### src/rtl/alu_8bit_seq.sv
// alu_8bit_seq: multi-cycle 8-bit unsigned ALU (ADD, SUB, MUL, DIV) with a
// shared byte-wide operand bus and a registered byte-wide result bus.
//
// Protocol: BEGIN is sampled only in IDLE; the op_code is latched on that
// edge. Operand A is captured from inbus on the next edge and B on the edge
// after. END is high for one cycle (ADD/SUB) or two consecutive cycles
// (MUL/DIV, low byte/quotient first). outbus is 8'h00 whenever END is low.
// There is no back-pressure: the consumer must take the result while END=1.
`timescale 1ns/1ps
module alu_8bit_seq (
    input  logic       clk,
    input  logic       reset,
    input  logic       BEGIN,
    input  logic [1:0] op_code,
    input  logic [7:0] inbus,
    output logic [7:0] outbus,
    output logic       END
);

    typedef enum logic [2:0] {
        S_IDLE   = 3'd0,
        S_LOAD_A = 3'd1,
        S_LOAD_B = 3'd2,
        S_EXEC   = 3'd3,
        S_OUT_LO = 3'd4,
        S_OUT_HI = 3'd5
    } state_t;

    localparam logic [1:0] OP_ADD = 2'b00;
    localparam logic [1:0] OP_SUB = 2'b01;
    localparam logic [1:0] OP_MUL = 2'b10;
    localparam logic [1:0] OP_DIV = 2'b11;

    // state_q is the observable controller state for checkers.
    state_t      state_q, state_d;
    logic [1:0]  op_reg;
    logic [7:0]  a_reg;     // dividend shifts out MSB-first; quotient shifts in
    logic [7:0]  b_reg;
    logic [7:0]  r_reg;     // division partial remainder
    logic [15:0] prod;      // multiply accumulator
    logic [2:0]  cnt;       // iteration counter 0..7
    logic [7:0]  hi_reg;    // second result byte, presented in OUT_HI

    logic        last;
    logic [15:0] mul_next;
    logic [8:0]  rem_sh;
    logic        rem_ge;
    logic [7:0]  r_next;
    logic [7:0]  a_next;
    logic [7:0]  lo_val;
    logic [7:0]  hi_val;
    logic        end_d;
    logic [7:0]  out_d;

    // One shift-add / restoring-division step and the final result bytes.
    // With B=0 every trial subtraction succeeds, so Q=8'hFF and R=A fall out
    // of the normal algorithm without a special case.
    always_comb begin
        mul_next = prod + (b_reg[cnt] ? ({8'h00, a_reg} << cnt) : 16'h0000);
        rem_sh   = {r_reg, a_reg[7]};
        rem_ge   = (rem_sh >= {1'b0, b_reg});
        r_next   = rem_ge ? (rem_sh[7:0] - b_reg) : rem_sh[7:0];
        a_next   = {a_reg[6:0], rem_ge};
        last     = (op_reg[1] == 1'b0) || (cnt == 3'd7);
        lo_val   = 8'h00;
        hi_val   = 8'h00;
        case (op_reg)
            OP_ADD: lo_val = a_reg + b_reg;
            OP_SUB: lo_val = a_reg - b_reg;
            OP_MUL: begin
                lo_val = mul_next[7:0];
                hi_val = mul_next[15:8];
            end
            OP_DIV: begin
                lo_val = a_next;
                hi_val = r_next;
            end
            default: lo_val = 8'h00;
        endcase
    end

    // Controller state register.
    always_ff @(posedge clk or posedge reset) begin
        if (reset) state_q <= S_IDLE;
        else       state_q <= state_d;
    end

    // Controller next-state logic.
    always_comb begin
        state_d = state_q;
        case (state_q)
            S_IDLE:   if (BEGIN) state_d = S_LOAD_A;
            S_LOAD_A: state_d = S_LOAD_B;
            S_LOAD_B: state_d = S_EXEC;
            S_EXEC:   if (last) state_d = S_OUT_LO;
            S_OUT_LO: state_d = op_reg[1] ? S_OUT_HI : S_IDLE;
            S_OUT_HI: state_d = S_IDLE;
            default:  state_d = S_IDLE;
        endcase
    end

    // Next values of the registered outputs: END follows the OUT states.
    always_comb begin
        end_d = (state_d == S_OUT_LO) || (state_d == S_OUT_HI);
        out_d = 8'h00;
        if (state_q == S_EXEC && last)
            out_d = lo_val;
        else if (state_q == S_OUT_LO && op_reg[1])
            out_d = hi_reg;
    end

    // Output registers keep END/outbus glitch-free.
    always_ff @(posedge clk or posedge reset) begin
        if (reset) begin
            END    <= 1'b0;
            outbus <= 8'h00;
        end else begin
            END    <= end_d;
            outbus <= out_d;
        end
    end

    // Operand capture and iterative datapath.
    always_ff @(posedge clk or posedge reset) begin
        if (reset) begin
            op_reg <= 2'b00;
            a_reg  <= 8'h00;
            b_reg  <= 8'h00;
            r_reg  <= 8'h00;
            prod   <= 16'h0000;
            cnt    <= 3'd0;
            hi_reg <= 8'h00;
        end else begin
            case (state_q)
                S_IDLE:   if (BEGIN) op_reg <= op_code;
                S_LOAD_A: a_reg <= inbus;
                S_LOAD_B: begin
                    b_reg <= inbus;
                    cnt   <= 3'd0;
                    prod  <= 16'h0000;
                    r_reg <= 8'h00;
                end
                S_EXEC: begin
                    cnt  <= cnt + 3'd1;
                    prod <= mul_next;
                    if (op_reg == OP_DIV) begin
                        a_reg <= a_next;
                        r_reg <= r_next;
                    end
                    if (last) hi_reg <= hi_val;
                end
                default: ;
            endcase
        end
    end

endmodule

### config.mk
export PLATFORM = sky130hd
export DESIGN_NAME = alu_8bit_seq
export DESIGN_NICKNAME = d
export VERILOG_FILES = /design/src/rtl/alu_8bit_seq.sv
export SDC_FILE = /design/constraint.sdc
export NUM_CORES = 1
export LEC_CHECK = 0
export BUFFER_PORTS_ARGS = -buffer_cell sky130_fd_sc_hd__buf_2
export CORE_MARGIN = 1.5
export CORE_UTILIZATION = 55
export DETAILED_ROUTE_END_ITERATION = 7
export PLACE_DENSITY_LB_ADDON = 0.2
export SLEW_MARGIN = 20
export SYNTH_ARGS = -nofsm -noshare
export SYNTH_HDL_FRONTEND = slang
export SYNTH_SLANG_ARGS = --single-unit
### constraint.sdc
create_clock -name clk -period 3.47 [get_ports clk]
set_clock_uncertainty 0.05 [all_clocks]
set_input_delay 0.347 -clock clk [delete_from_list [all_inputs] [get_ports clk]]
set_output_delay 0.347 -clock clk [all_outputs]
set_load 0.02 [all_outputs]
==> flow_summary.toml, run 1 <==
[timing]
finalHoldViolations = 23
finalSetupTns_ps = 0
period_needed_ps = 3190
setup_violations = 0
max-slew-margin-rel_pct = 37.6
slew_viol_final = 0
max_freq_mhz = 314
worst_pin_slew_ps = 934
whs_ps = -31.1
rsz0062_at_grt = "false"
fin_crit_sh_pct = 91.9

[logic_synthesis]
synth_common_cells = "o21ai_0, dfrtp_1, nand2_1, nor2_1"
synth_flop_cell = "dfrtp_1"
yosysMostFrequentCell = "o21ai_0"
synth_cell_types = 64
syn_area_um2 = 4730
yosys_warnings = 0
synth_fp_nets = 599
yosys.area.top_type = "dfrtp_1"
synth_edf_count = 0
syn_avg_cell_area_um2 = 8.59
seq_area_frac_synth_pct = 34.4
yosys-top-cells-area = "dfrtp_1, ha_1, o21ai_0"
ys_ff_latch = 65
synthCells = 550
synth_top_cell_area_share_pct = 34.4
async_flop_share_pct = 100

[power_and_ir_drop]
ir_drop_mv = 0.663
p_leak_nw = 2.35
p_per_area_nw_per_um2 = 1070

[place]
gp_congestion = 1.01
port-buffer-count = 21
hpwlAfterDp_um = 10000

[grt]
grt_pass1_vias = 4113
antenna_found_initial = 0
grt_max_degree = 43
grt_overflow = 0
grt.total_usage_pct = 30.8
grt_pass1_wl_um = 21000

[floorplan]
start_util_pct = 57.2
dieArea_um2 = 9160
die_h_um = 95.7
ios = 22
dieWidth_um = 95.7
fp.coreArea_um2 = 8260
fp-row-count = 33

[worst_setup_path]
required_ps = 3640
start_kind = "register"
critPathKind = "register to register"
cpPeakStageDelay_ps = 430
path_cells = "mux4_2, nand2_2, nor3_1, ha_1, a211oi_1, o21bai_1, o21a_1, o32a_1, xnor2_1, o221ai_1"
timing.critical_path.slowest_stage_cell = "dfrtp_1"
crit-reg2reg-launch = "cnt[0]"
end_kind = "register"
cp_data_arrival_time_ps = 3350
ff2ff_path_depth = 10
reg2reg_slack_ps = 280
worstReg2RegEnd = "hi_reg[7]"
path_max_fanout = 5

[drt]
firstDrtPassIters = 5
routed_via_density = 6.43
vias = 4393
wl_per_cell_um = 19.3
drc = 0
drtAntennaViolNets = 0
drtIter0Drc = 301
drt-total-wl_um = 13200

[final_layout]
finalNetCount = 622
largest_reg_flops = 16
antenna_cells = 0
regMostFlops = "prod"
area_growth_pct = 9.40
layout-drive-gt1-share_pct = 12.5

[clock_network]
htree_levels = 3
cts_buffer_depth = 2
cts_tree = "built"
post-cts-setup-buffers = 0
root_buffer = "clkbuf_8"
path_clk_slew_ps = 90
cts_buffers = 9
clk_latency_ps = 360
clock_sinks = 65

[run_status]
violations = "hold timing"
status = "finished with violations"

[flow_run]
maxCapViolCount = 0

[min_path]
holdCritPathClass = "input port to asynchronous set/reset pin"
[worst max path at each step]
stage	slack [ps]	end	from
after floorplan	360	hi_reg[7]	cnt[0]
after global placement	250	hi_reg[7]	cnt[0]
after detailed placement	230	hi_reg[7]	cnt[0]
after CTS	190	hi_reg[6]	cnt[0]
after global routing	50	prod[13]	cnt[1]
final	280	hi_reg[7]	cnt[0]
[routing by layer]
metal	part of all wire, %	up-vias	track usage, %
met1	44	2119	42.1
met3	7.4	30	4.90
met4	2.6	0	12.1
met2	46	204	48.9
met5	0	-	0
li1	-	2040	-
[cell usage in the layout, fill, tap and decap left out, drive strengths merged, types with 13 or more instances in the layout]
| master | netlist | final |
|---|---|---|
| inv | 28 | 29 |
| a21oi | 34 | 34 |
| buf | 9 | 37 |
| o221ai | 13 | 13 |
| nand2 | 65 | 65 |
| ha | 33 | 33 |
| dfrtp | 65 | 65 |
| nand3 | 17 | 17 |
| xnor2 | 24 | 24 |
| nor2 | 43 | 43 |
| o21ai | 69 | 69 |
| mux2i | 16 | 16 |
[stage by stage]
step / total power, mW / setup slack, ps / utilization [%] / area (um^2) / instances
4_1_cts: 5.47 / 187 / 62.5 / 5160 / 683
5_1_grt: 5.99 / 48.6 / 62.6 / 5170 / 683
3_3_place_gp: 4.76 / 247 / 60.3 / 4980 / 667
2_1_floorplan: 3.88 / 361 / - / 4730 / 550
3_5_place_dp: 4.85 / 226 / 60.3 / 4980 / 667
6_report: 5.55 / 282 / 62.6 / 5170 / 683
[layout make-up]
type,instances,area [um^2]
clock inverters,7,56.3
fillers,761,3090
clock buffers,9,124
repair buffers,37,225
multi-input cells,431,2900
well taps,105,131
inverters,29,109
flip-flops and latches,65,1630
[where the power goes]
group          total [mW]  switching, mW  internal (mW)
logic                3.70           2.28           1.42
registers            1.24          0.240           1.00
clock network       0.603          0.340          0.263
total                5.55           2.86           2.69
[critical path: cells and delay by family, from the launching register on]
| family | cells | cell delay, ps |
|---|---|---|
| flops | 1 | 430 |
| mux | 1 | 380 |
| compound gates | 5 | 1220 |
| xor+xnor | 1 | 170 |
| simple gates | 2 | 470 |
| fa+ha+maj | 1 | 330 |
[cells by family after synthesis]
group                    synth area share, %
multiplexers                            4.34
buffers and inverters                   4.55
AO/OA/AOI/OAI                           25.5
XOR/XNOR                                5.56
adder cells (fa/ha/maj)                 10.0
flip-flops                              34.4
AND/OR/NAND/NOR                         15.6
[timing repair]
| action | in CTS | in global routing |
|---|---|---|
| resized for setup | 0 | 7 |
| setup endpoints to repair | 0 | 8 |
| hold buffers | 0 | 0 |
Note: power is estimated with default switching activity, not from simulation.
==> run 2, diff against run 1 <==
clock period = 2.8 ns   (was 3.47 ns; I/O delays follow)
==> run 2 against run 1 <==
  * Setup slack worse by 490 ps
  * Highest routed layer unchanged
  * Final area increased by 14%
  * Clock power grew 17%
  * Via count is 5.4% higher
  * Maximum frequency up 6.0%
  * The run ends with setup timing left
==> flow_summary.toml, run 2 (synthesis gave the netlist of run 1 again) <==
[place]
port-buffer-count = 21
placed_area_um2 = 5390
gp_congestion = 0.945
hpwlAfterDp_um = 10400

[clock_network]
htree_levels = 3
root_buffer = "clkbuf_8"
clock_sinks = 65
hold_buffers = 0
clk_latency_ps = 360
cts_buffer_depth = 2
cts_tree = "built"
path_clk_slew_ps = 70
cts_buffers = 9

[worst_setup_path]
required_ps = 2970
end_kind = "register"
startpoint = "cnt[0]"
critPathKind = "register to register"
path_buf_inv = 1
path_cells = "buf_6, or4_1, a21oi_1, ha_2, o211ai_1, a211oi_2, o21a_1, o32a_1, xnor2_1, o221ai_1"
cp_top_family = "compound AO/OA/AOI/OAI gates"
cpPeakStageDelay_ps = 560
start_kind = "register"
crit-reg2reg-launch = "cnt[0]"
path_max_fanout = 19
cp_data_arrival_time_ps = 3180
timing.critical_path.slowest_stage_cell = "or4_1"

[flow_run]
maxCapViolCount = 0

[timing]
setup_violations = 21
finalHoldViolations = 0
fin_crit_sh_pct = 107
rsz0062_at_grt = "true"
worst_pin_slew_ps = 848
max-slew-margin-rel_pct = 43.5
max_freq_mhz = 332
finalSetupTns_ps = -2560
fin_ws_ps = -209
period_needed_ps = 3010
slew_viol_final = 0

[final_layout]
antenna_cells = 0
layout.area.seq_um2 = 1630
area_growth_pct = 24.5
nFillCells = 650
layout_common_cells = "buf_4, dfrtp_1, nand2_1, o21ai_0, nor2_1"
layout_commonest_cell = "buf_4"
finalNetCount = 686
largest_reg_flops = 16
multi_input_area_um2 = 3130
layout-drive-gt1-share_pct = 27.1
final_area_um2 = 5890
regMostFlops = "prod"

[power_and_ir_drop]
p_seq_share_pct = 18.9
ir_drop_mv = 0.863
switching_share_pct = 50.0
clock_power_share_pct = 8.7
p_per_area_nw_per_um2 = 1380
power_mw = 8.13
p_sw_mw = 4.06
p_leak_nw = 2.70
pwr-share-comb_pct = 72.4
p_int_mw = 4.07

[grt]
grt_pass1_vias = 4501
grt_overflow = 0
grt_max_degree = 66
grt_pass1_wl_um = 22800
antenna_found_initial = 0
grt.total_usage_pct = 33.5

[drt]
firstDrtPassIters = 5
wl_met2_um = 6870
routed_via_density = 6.21
drt-total-wl_um = 14500
drtAntennaViolNets = 0
wl_per_cell_um = 19.5
vias = 4630
top_layer = "met4"
drc = 0
wirelength_met1_um = 6280
dr_wl_met3_um = 937
drtIter0Drc = 333

[min_path]
hp-start = "op_code[0]"
holdCritPathClass = "input port to register"

[floorplan]
start_util_pct = 57.2
fp.coreArea_um2 = 8260
dieArea_um2 = 9160
ios = 22
dieWidth_um = 95.7
die_h_um = 95.7
fp-row-count = 33

[run_status]
violations = "setup timing"
status = "finished with violations"
-- run 2: final cells by class --
| class | count | share of cell area, % |
|---|---|---|
| clock inverter | 5 | 0.574 |
| inverter | 29 | 1.85 |
| multi-input combinational | 431 | 53.1 |
| clock buffer | 10 | 2.17 |
| timing repair buffer | 101 | 12.4 |
| sequential | 65 | 27.7 |
| tap | 105 | 2.23 |
-- run 2: power groups by stage --
stage / Sequential (mW) / Clock (mW) / Combinational, mW
6_report: 1.54 / 0.705 / 5.89
5_1_grt: 1.57 / 0.748 / 6.33
4_1_cts: 1.51 / 0.707 / 5.43
3_5_place_dp: 1.52 / 0 / 5.13
3_3_place_gp: 1.52 / 0 / 4.96
2_1_floorplan: 1.52 / 0 / 3.35
-- run 2: worst register-to-register path: stages (launching register included) --
cell and delay (ps):
dfrtp_2 440, buf_6 180, or4_1 570, a21oi_1 170
ha_2 310, o211ai_1 290, a211oi_2 110, o21a_1 160
o32a_1 340, xnor2_1 140, o221ai_1 130
-- run 2: per-stage QoR --
| step | utilization [%] | instances | hold slack (ps) | setup WS (ps) |
|---|---|---|---|---|
| floorplan | - | 550 | 347 | -221 |
| detailed placement | 65.3 | 719 | 432 | -336 |
| CTS | 69.1 | 741 | 77.4 | -168 |
| finish | 71.3 | 746 | 75.5 | -209 |
| global placement | 65.3 | 719 | 423 | -227 |
| global route | 71.3 | 746 | 105 | -375 |
-- run 2: worst paths after layout --
path	to	slack, ps	cells after the start
hold / removal	op_reg[0]	80	3
setup reg to reg	hi_reg[7]	-210	10
min in group asynchronous	b_reg[4]	120	3
setup / recovery	hi_reg[7]	-210	10
max in group asynchronous	cnt[0]	2000	3
hold reg to reg	prod[3]	460	2
-- run 2: per-layer routing --
layer	global-route usage, %	up-vias
li1	-	2163
met1	44.1	2208
met2	55.2	218
met3	5.21	41
met4	13.0	0
met5	0	-
-- run 2: what timing repair did --
action	CTS	global route
resized for setup	31	32
endpoints found under the setup margin	26	26
pin swaps	19	19
setup buffers	7	5
